`src/rtl/usr_ctrl_pkg.sv`:
```
// Shared encodings for the universal-shift-register transfer sequencer:
// USR select codes and the controller state type.
package usr_ctrl_pkg;

   localparam logic [1:0] SEL_HOLD = 2'd0;
   localparam logic [1:0] SEL_SHR  = 2'd1;
   localparam logic [1:0] SEL_SHL  = 2'd2;
   localparam logic [1:0] SEL_LOAD = 2'd3;

   typedef enum logic [1:0] {
      ST_IDLE    = 2'd0,
      ST_TX_SH   = 2'd1,
      ST_RX_SH   = 2'd2,
      ST_RX_HOLD = 2'd3
   } state_t;

endpackage

```
`src/rtl/usr_xfer_ctrl.sv`:
```
// Sequencer owning all control inputs of a sibling W-bit universal shift register:
// parallel TX word -> serial burst on sdo, serial burst on sdi -> parallel RX word.
module usr_xfer_ctrl
   import usr_ctrl_pkg::*;
#(
   parameter int W = 4
) (
   input  logic         clk,
   input  logic         rst,
   input  logic         tx_valid,
   output logic         tx_ready,
   input  logic [W-1:0] tx_data,
   input  logic         tx_dir,
   input  logic         rx_start,
   input  logic         rx_dir,
   output logic         rx_busy,
   output logic         rx_valid,
   input  logic         rx_ready,
   output logic [W-1:0] rx_data,
   output logic         sdo,
   output logic         sdo_vld,
   input  logic         sdi,
   output logic [1:0]   usr_sel,
   output logic [W-1:0] usr_par_in,
   output logic         usr_ser_inr,
   output logic         usr_ser_inl,
   input  logic [W-1:0] usr_par_out,
   input  logic         usr_ser_outr,
   input  logic         usr_ser_outl
);

   localparam int CW = $clog2(W + 1);
   localparam logic [CW-1:0] CNT_ZERO = {CW{1'b0}};
   localparam logic [CW-1:0] CNT_ONE  = {{(CW-1){1'b0}}, 1'b1};
   localparam logic [CW-1:0] CNT_LAST = CW'(W - 1);
   localparam logic [W-1:0]  WORD_ZERO = {W{1'b0}};

   state_t          state_r, state_nxt_s;
   logic            dir_r, dir_nxt_s;
   logic [CW-1:0]   cnt_r, cnt_nxt_s;
   logic            cnt_last_s;

   assign cnt_last_s = (cnt_r == CNT_LAST);

   // State, direction and bit-counter registers
   always_ff @(posedge clk or posedge rst) begin
      if (rst) begin
         state_r <= ST_IDLE;
         dir_r   <= 1'b0;
         cnt_r   <= CNT_ZERO;
      end else begin
         state_r <= state_nxt_s;
         dir_r   <= dir_nxt_s;
         cnt_r   <= cnt_nxt_s;
      end
   end

   // Next-state logic; TX has priority so a concurrent rx_start waits in IDLE
   always_comb begin
      state_nxt_s = state_r;
      dir_nxt_s   = dir_r;
      cnt_nxt_s   = cnt_r;
      case (state_r)
         ST_IDLE: begin
            if (tx_valid) begin
               state_nxt_s = ST_TX_SH;
               dir_nxt_s   = tx_dir;
               cnt_nxt_s   = CNT_ZERO;
            end else if (rx_start) begin
               state_nxt_s = ST_RX_SH;
               dir_nxt_s   = rx_dir;
               cnt_nxt_s   = CNT_ZERO;
            end else begin
               state_nxt_s = ST_IDLE;
            end
         end
         ST_TX_SH: begin
            if (cnt_last_s) begin
               state_nxt_s = ST_IDLE;
               cnt_nxt_s   = CNT_ZERO;
            end else begin
               cnt_nxt_s   = cnt_r + CNT_ONE;
            end
         end
         ST_RX_SH: begin
            if (cnt_last_s) begin
               state_nxt_s = ST_RX_HOLD;
               cnt_nxt_s   = CNT_ZERO;
            end else begin
               cnt_nxt_s   = cnt_r + CNT_ONE;
            end
         end
         ST_RX_HOLD: begin
            if (rx_ready) begin
               state_nxt_s = ST_IDLE;
            end else begin
               state_nxt_s = ST_RX_HOLD;
            end
         end
         default: begin
            state_nxt_s = ST_IDLE;
            cnt_nxt_s   = CNT_ZERO;
         end
      endcase
   end

   // Output decode; everything is forced quiet while rst is held
   always_comb begin
      tx_ready    = 1'b0;
      rx_busy     = 1'b0;
      rx_valid    = 1'b0;
      rx_data     = WORD_ZERO;
      sdo         = 1'b0;
      sdo_vld     = 1'b0;
      usr_sel     = SEL_HOLD;
      usr_par_in  = WORD_ZERO;
      usr_ser_inr = 1'b0;
      usr_ser_inl = 1'b0;
      if (rst) begin
         tx_ready = 1'b0;
      end else begin
         case (state_r)
            ST_IDLE: begin
               tx_ready = 1'b1;
               if (tx_valid) begin
                  usr_sel    = SEL_LOAD;
                  usr_par_in = tx_data;
               end else begin
                  usr_sel    = SEL_HOLD;
               end
            end
            ST_TX_SH: begin
               usr_sel = dir_r ? SEL_SHL : SEL_SHR;
               sdo     = dir_r ? usr_ser_outl : usr_ser_outr;
               sdo_vld = 1'b1;
            end
            ST_RX_SH: begin
               rx_busy = 1'b1;
               usr_sel = dir_r ? SEL_SHL : SEL_SHR;
               if (dir_r) begin
                  usr_ser_inl = sdi;
               end else begin
                  usr_ser_inr = sdi;
               end
            end
            ST_RX_HOLD: begin
               rx_busy  = 1'b1;
               rx_valid = 1'b1;
               rx_data  = usr_par_out;
            end
            default: begin
               usr_sel = SEL_HOLD;
            end
         endcase
      end
   end

endmodule

```
`config.mk`:
```
export PLATFORM = sky130hd
export DESIGN_NAME = usr_xfer_ctrl
export DESIGN_NICKNAME = d
export VERILOG_FILES = /design/src/rtl/usr_ctrl_pkg.sv /design/src/rtl/usr_xfer_ctrl.sv
export SDC_FILE = /design/constraint.sdc
export NUM_CORES = 1
export LEC_CHECK = 0
export ABC_AREA = 0
export CAP_MARGIN = 20
export CORE_MARGIN = 10
export CORE_UTILIZATION = 36
export CTS_BUF_LIST = sky130_fd_sc_hd__clkbuf_4 sky130_fd_sc_hd__clkbuf_8 sky130_fd_sc_hd__clkbuf_16
export DETAILED_ROUTE_END_ITERATION = 10
export PLACE_DENSITY = 0.78
export SLEW_MARGIN = 30
export SYNTH_ARGS = -nofsm -noshare
export SYNTH_HDL_FRONTEND = slang
export SYNTH_SLANG_ARGS = --single-unit
```
`constraint.sdc`:
```
create_clock -name clk -period 1.65 [get_ports clk]
set_input_delay 0.2475 -clock clk [delete_from_list [all_inputs] [get_ports clk]]
set_output_delay 0.2475 -clock clk [all_outputs]
set_load 0.05 [all_outputs]
```
Word-level counts from Yosys, hierarchy flattened
Index checks and enable logic that the tools add are counted.

word-level totals
  register bits after elaboration = 6
  output and inout bits = 17
  word-level logic and storage cells = 57

cells by class
  $add $sub $neg = 1
  equality and inequality tests = 7
  muxes and demuxes = 38
  reduce and logical (&&, ||, !) cells = 8

operator list
  cell                                           count
  2-to-1 mux 4 bit                               5
  2-to-1 mux 1 bit                               19
  2-to-1 mux 2 bit                               8
  2-to-1 mux 3 bit                               3
  one-hot mux 2 bit (4 select lines)             1
  one-hot mux 3 bit (2 select lines)             1
  AND reduction 2 bit                            3
  == test 2 bit, second input constant           2
  != test 2 bit, second input constant           2
  one-hot mux 2 bit (2 select lines)             1
  nonzero test 2 bit                             2
  OR reduction 2 bit                             2
  adder 3 x 1 -> 3 bit, second input constant    1
  == test 3 x 2 -> 1 bit, second input constant  1
  != test 3 bit, second input constant           1
  == test 2 x 1 -> 1 bit, second input constant  1
  zero test 2 bit                                1

Logic depth before layout (Yosys ltp)
Gate-level depths: netlist of the first run.

  depth in word-level cells = 4
  gate-level depth with buffers = 5
  mapped depth without buffers = 5

Worst setup path before layout of the first run
No wires, ideal clock.

  path type = reg-to-output
  start point = register state_r[1]
  end point = output port sdo
  arrival = 2222 ps
  required time = 1402 ps
  slack = -820 ps
  stages on the path, launching flop included = 5
  path buffers = 0
  cells stage by stage = dfrtp_1 inv_1 ha_1 nor2b_1 nor2b_1

between the ends
  longest elaborated chain between the ends = 3

RTL lines
  element                 line                  source
  from (decl)             usr_xfer_ctrl.sv:38   state_t state_r, state_nxt_s;
  from (signal assigned)  usr_xfer_ctrl.sv:52   state_r <= state_nxt_s;
  == test 2 x 1 -> 1 bit  usr_xfer_ctrl.sv:122  case (state_r)
  2-to-1 mux 1 bit        usr_xfer_ctrl.sv:122
  2-to-1 mux 1 bit        usr_xfer_ctrl.sv:119  if (rst) begin
  to (decl)               usr_xfer_ctrl.sv:20   output logic sdo,

Every way passes these cells.

Worst setup path after layout of the first run
  start point = register state_r[1]
  end point = output port usr_sel[0]

between the ends
  longest elaborated chain between the ends = 4
  elaborated cells on any way between the ends = 6

RTL lines
  element                                                  line                  source
  == test 2 bit or == test 2 x 1 -> 1 bit (tied branches)  usr_xfer_ctrl.sv:122
  OR reduction 2 bit (no line)                             n/a
  one-hot mux 2 bit (2 select lines) *                     usr_xfer_ctrl.sv:122
  2-to-1 mux 2 bit *                                       usr_xfer_ctrl.sv:119
  to (decl)                                                usr_xfer_ctrl.sv:23   output logic [1:0] usr_sel,

Every way passes the cells marked *; elsewhere a longest branch is shown, timed or not.

==> results of run 1 <==
[sequential cells by signal (all words and copies together) (netlist names)]
| signal | flops |
|---|---|
| state_r | 2 |
| dir_r | 1 |
| cnt_r | 3 |
[cells by family after synthesis]
| logic type | count (synthesis) | share of synthesized area [%] |
|---|---|---|
| simple gates | 30 | 31.64 |
| compound gates | 14 | 19.91 |
| fa+ha+maj | 7 | 15.49 |
| buf+inv | 6 | 4.647 |
| flops | 6 | 26.55 |
| mux | 1 | 1.770 |
[worst max-delay path, cell delays in order (launching register included)]
cell     delay (ns)
dfrtp_1        0.38
inv_4          0.08
ha_4           0.29
a22oi_2        0.10
nor3_4         0.21
buf_12         0.17
[Yosys cell counts, drive strengths merged]
master | instances | area [µm²]
and3 | 8 | 50.05
ha | 7 | 87.58
nor2 | 7 | 26.28
dfrtp | 6 | 150.1
inv | 5 | 18.77
nor2b | 4 | 27.53
a22o | 3 | 27.53
a22oi | 2 | 15.01
and4 | 2 | 17.52
nand2 | 2 | 7.510
nor3 | 2 | 10.01
a21boi | 1 | 7.510
a21o | 1 | 7.510
a2bb2oi | 1 | 8.760
and2 | 1 | 8.760
and2b | 1 | 8.760
and3b | 1 | 8.760
buf | 1 | 7.510
mux2i | 1 | 10.01
nand3b | 1 | 7.510
o21a | 1 | 7.510
o21ai | 1 | 5.000
o21ba | 1 | 10.01
o221ai | 1 | 8.760
o22ai | 1 | 6.260
o32ai | 1 | 8.760
or2 | 1 | 6.260
[power by group through the flow]
stage | logic (mW) | clock network [mW] | registers, mW
after floorplan | 0.959 | 0 | 0.272
after global placement | 1.56 | 0 | 0.262
after detailed placement | 1.64 | 0 | 0.263
after CTS | 1.83 | 0.148 | 0.267
after global routing | 2.10 | 0.151 | 0.280
final | 2.00 | 0.149 | 0.276
[timing repair]
item,4_1_cts,5_1_grt
pin swaps,4,3
endpoints found under the setup margin,9,17
setup buffers,3,1
resized for setup,10,10
[per-layer routing]
metal | vias up | track usage, %
met5 | - | 0
met4 | 0 | 4.808
met3 | 4 | 7.940
met2 | 49 | 27.19
met1 | 356 | 14.30
li1 | 329 | -
[path summary, 6_finish.rpt]
kind,cells after the start,from,slack [ns],endpoint
max in group asynchronous,3,rst,0.99,state_r[0]$_DFFE_PP0P_
max,5,state_r[1]$_DFFE_PP0P_,-0.09,usr_sel[0]
min,3,rst,0.54,cnt_r[2]$_DFFE_PP0P_
min reg2reg,1,cnt_r[1]$_DFFE_PP0P_,0.54,cnt_r[1]$_DFFE_PP0P_
max reg2reg,6,state_r[0]$_DFFE_PP0P_,0.08,cnt_r[1]$_DFFE_PP0P_
min in group clk,1,cnt_r[1]$_DFFE_PP0P_,0.54,cnt_r[1]$_DFFE_PP0P_
[final cells by class]
cell class              instances  area [µm²]  share of cell area, %
multi-input cells              52       515.5                  38.54
flip-flops and latches          6       150.1                  11.23
inverters                       5       21.27                  1.590
repair buffers                 46       608.1                  45.46
well taps                      16       20.02                  1.497
clock buffers                   3       22.52                  1.684
[stage by stage]
step | std cells | setup slack (ns) | TNS (ns)
after floorplan | 64 | -0.02395 | -0.07184
after global placement | 121 | 0.04990 | 0
after detailed placement | 121 | -0.005775 | -0.005775
after CTS | 127 | -0.1352 | -0.5240
after global routing | 128 | -0.1583 | -1.006
final | 128 | -0.09500 | -0.5378
==> impl_metrics.py, run 1 <==
metrics = {
    "setup_path": {
        "crit_fanout": 4,
        "path_class": "reg -> out",
        "required_ns": 1.40,
        "critPathCaptureType": "output pin",
        "cp-start-kind": "flop",
        "critPathArrivalTime_ns": 1.50,
    },
    "place": {
        "hpwl_mm": 1.940,
        "dpl-instance-area_um2": 1201,
        "gp_congestion": 0.7442,
        "port_buffers": 34,
    },
    "sta": {
        "hold_slack_ns": 0.5370,
        "finalCritPeriodShare_pct": 105.8,
        "slew_violations": 0,
        "setup_viol_count_final": 9,
        "worst_slack_ns": -0.09500,
        "fmax_mhz": 573.1,
        "min_period_ns": 1.745,
        "tightest_slew_ns": 0.3634,
        "slew-limit-headroom_pct": 75.70,
        "hold_viol_final": 0,
        "grt_setup_unrepaired": "true",
        "fin_worst_skew_ns": 0.008592,
    },
    "routing": {
        "wl_met1_mm": 1.072,
        "highest_layer": "met4",
        "wl_met2_mm": 1.444,
        "drt-total-wl_mm": 2.823,
        "dr.pass1.iters": 4,
        "drc": 0,
        "viasPerCell": 5.766,
        "detail-route-antenna-nets": 0,
        "wl_per_cell_um": 22.05,
        "vias": 738,
        "first_iter_violations": 22,
        "met3_wirelength_um": 276,
    },
    "power_and_ir_drop": {
        "swShare_pct": 47.38,
        "powerDensity_nw_per_um2": 1815,
        "seqPwrFrac_pct": 11.4,
        "switching_power_mw": 1.150,
        "power.leakage_nw": 0.5902,
        "total_power_mw": 2.428,
        "power.share.combinational_pct": 82.5,
        "intPower_mw": 1.278,
        "ir_drop_uv": 1351,
        "p_clk_share_pct": 6.1,
    },
    "global_route": {
        "grt_pass1_vias": 802,
        "track_usage_pct": 15.09,
        "grt_overflow": 0,
        "grt_pass1_wl_mm": 4.091,
        "grt_max_degree": 9,
        "antenna_found_initial": 0,
    },
    "logic_synthesis": {
        "syn_avg_cell_area_um2": 8.837,
        "yosysSeqAreaShare_pct": 26.55,
        "synth_warnings": 0,
        "synth.net_count": 89,
        "netlist_instances": 64,
        "ys_ff_latch": 6,
        "synth_cell_type_count": 29,
        "synth_area_um2": 565.5,
    },
    "finish": {
        "fill_cells": 57,
        "area_growth_pct": 136.5,
        "stdcell_area_um2": 1338,
        "finalNetCount": 139,
        "fin_util_pct": 89.83,
        "drive_gt1_share_pct": 52.68,
        "final_cell_mix": "17 x clkdlybuf4s50_1, 17 x buf_12, 10 x buf_4",
        "antennaDiodeCount": 0,
    },
    "clock_network": {
        "clock_latency_ns": 0.26,
        "tritoncts.num_buffers": 3,
        "clockRootBuffer": "clkbuf_4",
        "cts_tree": "built",
        "hold_buffers": 0,
        "cts.sinks": 6,
        "cts_buffer_depth": 2,
        "htree_levels": 1,
        "cts.clk_slew.worst_paths_ns": 0.05,
    },
    "job": {
        "drv_cap": 0,
    },
    "die": {
        "start_util_pct": 37.98,
        "die_y_um": 59.64,
        "rows": 14,
        "dieArea_um2": 3556,
        "ioPinCount": 35,
        "die_w_um": 59.64,
        "coreArea_um2": 1489,
    },
    "min_path": {
        "min_path_type": "in -> async",
    },
    "run_status": {
        "violations": "setup timing",
        "status": "finished, violations left",
    },
}
No activity file was read; power rests on OpenSTA's default activity.
==> run 2, diff against run 1 <==
--- a/config.mk
+++ b/config.mk
@@ -12,6 +12,7 @@
 export CTS_BUF_LIST = sky130_fd_sc_hd__clkbuf_4 sky130_fd_sc_hd__clkbuf_8 sky130_fd_sc_hd__clkbuf_16
 export DETAILED_ROUTE_END_ITERATION = 10
 export PLACE_DENSITY = 0.78
+export SETUP_SLACK_MARGIN = 0.5
 export SLEW_MARGIN = 30
 export SYNTH_ARGS = -nofsm -noshare
 export SYNTH_HDL_FRONTEND = slang
==> run 2 against run 1 <==
The flow now stops in global routing; synthesized cell count is the same; area after synthesis is the same.
==> impl_metrics.py, run 2 <==
metrics = {
    "run_status": {
        "status": "stopped before the end",
        "stop_stage": "global routing",
        "firstError": "[ERROR DPL-0038] Utilization greater than 100%, impossible to legalize",
    },
    "clock_network": {
        "htree_levels": 1,
        "tritoncts.num_buffers": 3,
        "cts_buffer_depth": 2,
        "hold_buffers": 0,
        "cts.sinks": 6,
        "clockRootBuffer": "clkbuf_4",
    },
    "logic_synthesis": {
        "synth_warnings": 0,
        "yosys.area.top_type": "dfrtp_1",
        "yosysSeqAreaShare_pct": 26.55,
        "synth_area_um2": 565.5,
        "ys_ff_latch": 6,
        "synth_common_cells": "8 x and3_1, 7 x ha_1, 7 x nor2_1",
        "ys_async_sr_fraction_pct": 100.0,
        "synth_flop_cell": "dfrtp_1",
        "syn_avg_cell_area_um2": 8.837,
        "synth.net_count": 89,
        "synth_cell_type_count": 29,
        "netlist_instances": 64,
        "synth.most_common_cell": "and3_1",
        "synth.area.top_cells": "dfrtp_1 27%, ha_1 15%, and3_1 8.8%",
        "synth_top_cell_area_share_pct": 26.55,
        "synth_edf_count": 0,
    },
    "sta": {
        "endpoint_type": "top-level output",
        "grt_repair_worst_endpoint": "sdo",
    },
    "place": {
        "port_buffers": 34,
        "dp_cells": 119,
        "hpwl_mm": 1.845,
        "gp_congestion": 0.7028,
        "dpl-instance-area_um2": 1264,
    },
    "die": {
        "die_w_um": 59.64,
        "rows": 14,
        "start_util_pct": 37.98,
        "ioPinCount": 35,
        "die_y_um": 59.64,
    },
    "global_route": {
        "grt_max_degree": 11,
    },
}
==> run 2: kinds of logic after synthesis <==
| logic type | Yosys count | synth area share, % |
|---|---|---|
| adders and majority gates | 7 | 15.49 |
| and+or+nand+nor | 30 | 31.64 |
| buffers and inverters | 6 | 4.647 |
| muxes | 1 | 1.770 |
| DFF | 6 | 26.55 |
| AOI/OAI and AO/OA | 14 | 19.91 |
==> run 2: what timing repair did <==
| item | CTS |
|---|---|
| resized for setup | 13 |
| buffers inserted | 5 |
| pin swaps | 6 |
| endpoints found under the setup margin | 23 |
| gates cloned | 0 |
==> run 2: metrics by stage <==
stage	setup WS, ns	hold slack (ns)
after CTS	-0.07055	0.5022
after global placement	0.07618	0.4944
after detailed placement	0.04425	0.5008
after floorplan	0.01629	0.08857
==> run 3, diff against run 2 <==
==> config.mk (replaced) <==
export PLATFORM = sky130hd
export DESIGN_NAME = usr_xfer_ctrl
export DESIGN_NICKNAME = d
export VERILOG_FILES = /design/src/rtl/usr_ctrl_pkg.sv /design/src/rtl/usr_xfer_ctrl.sv
export SDC_FILE = /design/constraint.sdc
export NUM_CORES = 1
export LEC_CHECK = 0
export ABC_AREA = 0
export CAP_MARGIN = 20
export CORE_AREA = 10 10 71 73
export DETAILED_ROUTE_END_ITERATION = 10
export DIE_AREA = 0 0 81 83
export PLACE_DENSITY_LB_ADDON = 0.15
export SLEW_MARGIN = 30
export SYNTH_ARGS = -nofsm -noshare
export SYNTH_HDL_FRONTEND = slang
export SYNTH_SLANG_ARGS = --single-unit
==> run 3 against run 2 <==
The flow now finishes without violations.
==> impl_metrics.py, run 3 (synthesis gave the netlist of run 1 again) <==
metrics = {
    "run_status": {
        "status": "complete, no violations",
    },
    "finish": {
        "final_cell_mix": "17 x clkdlybuf4s50_1, 17 x buf_12, 12 x buf_4",
        "drive_gt1_share_pct": 50.89,
        "reg.largest.list": "cnt_r: 3 flops, state_r: 2 flops, dir_r: 1 flops",
        "regMostFlops": "cnt_r",
        "fill_cells": 377,
        "area_growth_pct": 143.8,
        "finalNetCount": 139,
        "largest_reg_flops": 3,
        "stdcell_area_um2": 1379,
        "antennaDiodeCount": 0,
    },
    "die": {
        "die_w_um": 81,
        "start_util_pct": 15.56,
        "coreArea_um2": 3633,
        "rows": 22,
        "ioPinCount": 35,
        "dieArea_um2": 6723,
        "die_y_um": 83,
    },
    "power_and_ir_drop": {
        "powerDensity_nw_per_um2": 1697,
        "total_power_mw": 2.340,
        "ir_drop_uv": 903.2,
        "power.leakage_nw": 0.5948,
    },
    "sta": {
        "slew_violations": 0,
        "setup_viol_count_final": 0,
        "hold_viol_final": 0,
        "worst_slack_ns": 0.006783,
        "finalCritPeriodShare_pct": 99.59,
        "tightest_slew_ns": 0.2593,
        "fmax_mhz": 608.6,
        "min_period_ns": 1.643,
        "slew-limit-headroom_pct": 82.22,
        "fin_worst_skew_ns": 0.002071,
        "grt_setup_unrepaired": "true",
    },
    "clock_network": {
        "tritoncts.num_buffers": 3,
        "hold_buffers": 0,
        "htree_levels": 1,
        "cts_tree": "built",
        "clock_latency_ns": 0.22,
        "cts.sinks": 6,
        "cts_buffer_depth": 2,
        "clockRootBuffer": "clkbuf_8",
        "cts.clk_slew.worst_paths_ns": 0.04,
    },
    "setup_path": {
        "crit_fanout": 4,
        "cp-start-kind": "flop",
        "critPathCaptureType": "output pin",
        "path_class": "reg -> out",
        "required_ns": 1.40,
        "critPathArrivalTime_ns": 1.40,
    },
    "routing": {
        "first_iter_violations": 19,
        "drc": 0,
        "drt-total-wl_mm": 2.216,
        "detail-route-antenna-nets": 0,
        "dr.pass1.iters": 3,
        "viasPerCell": 4.150,
        "vias": 664,
        "wl_per_cell_um": 13.85,
    },
    "place": {
        "gp_congestion": 0.7115,
        "dpl-instance-area_um2": 1226,
        "port_buffers": 34,
        "hpwl_mm": 1.811,
        "preCtsSetupSlack_ns": 0.04965,
    },
    "global_route": {
        "grt_pass1_vias": 704,
        "grt_overflow": 0,
        "track_usage_pct": 6.529,
        "grt_max_degree": 8,
        "antenna_found_initial": 0,
        "grt_pass1_wl_mm": 3.643,
    },
    "min_path": {
        "min_path_type": "reg -> reg",
    },
    "job": {
        "drv_cap": 0,
    },
}
[run 3: final timing paths]
path	slack [ns]	from	to	depth (start not counted)
setup / recovery	0.007	state_r[1]$_DFFE_PP0P_	usr_sel[1]	6
hold / removal	0.50	cnt_r[1]$_DFFE_PP0P_	cnt_r[1]$_DFFE_PP0P_	1
setup reg to reg	0.18	state_r[1]$_DFFE_PP0P_	state_r[0]$_DFFE_PP0P_	5
hold reg to reg	0.50	cnt_r[1]$_DFFE_PP0P_	cnt_r[1]$_DFFE_PP0P_	1
max in group asynchronous	1.01	rst	cnt_r[2]$_DFFE_PP0P_	3
min in group asynchronous	0.52	rst	cnt_r[0]$_DFFE_PP0P_	3
[run 3: critical path: stages, from the launching register on]
cell and delay [ns]:
dfrtp_1 0.37, inv_2 0.12, ha_4 0.17, buf_4 0.11, a22oi_2 0.07, nor3_4 0.17
buf_12 0.16
[run 3: metal layers]
| layer | vias to the layer above | wire, µm | track usage, % |
|---|---|---|---|
| met5 | - | 0 | 0 |
| met4 | 0 | 0 | 1.408 |
| met1 | 309 | 999 | 7.867 |
| li1 | 333 | - | - |
| met3 | 0 | 172 | 2.371 |
| met2 | 22 | 1044 | 10.66 |
[run 3: cell type report]
cell class | instances | area (µm²) | area share (%)
Timing Repair Buffer | 46 | 600.6 | 43.56
Multi-Input combinational cell | 52 | 508.0 | 36.84
Sequential cell | 6 | 150.1 | 10.89
Tap cell | 48 | 60.06 | 4.356
Clock buffer | 3 | 41.29 | 2.995
Inverter | 5 | 18.77 | 1.361
[run 3: power breakdown]
group | switching (mW) | internal (mW)
Clock | 0.0585 | 0.156
Sequential | 0.0553 | 0.215
Combinational | 0.908 | 0.947
[run 3: repair_timing]
item,CTS,global route
endpoints found under the setup margin,6,16
pin swaps,6,6
gates resized for setup,12,4
setup buffers,5,1
[run 3: metrics by stage]
stage	instances	utilization (%)	hold WS, ns	setup TNS (ns)
after floorplan	64	-	0.07019	-0.07184
after global routing	160	37.95	0.5128	-0.3549
after CTS	159	37.26	0.5044	-0.02011
final	160	37.95	0.5032	0
after detailed placement	151	33.75	0.4911	0
after global placement	151	33.75	0.4949	0
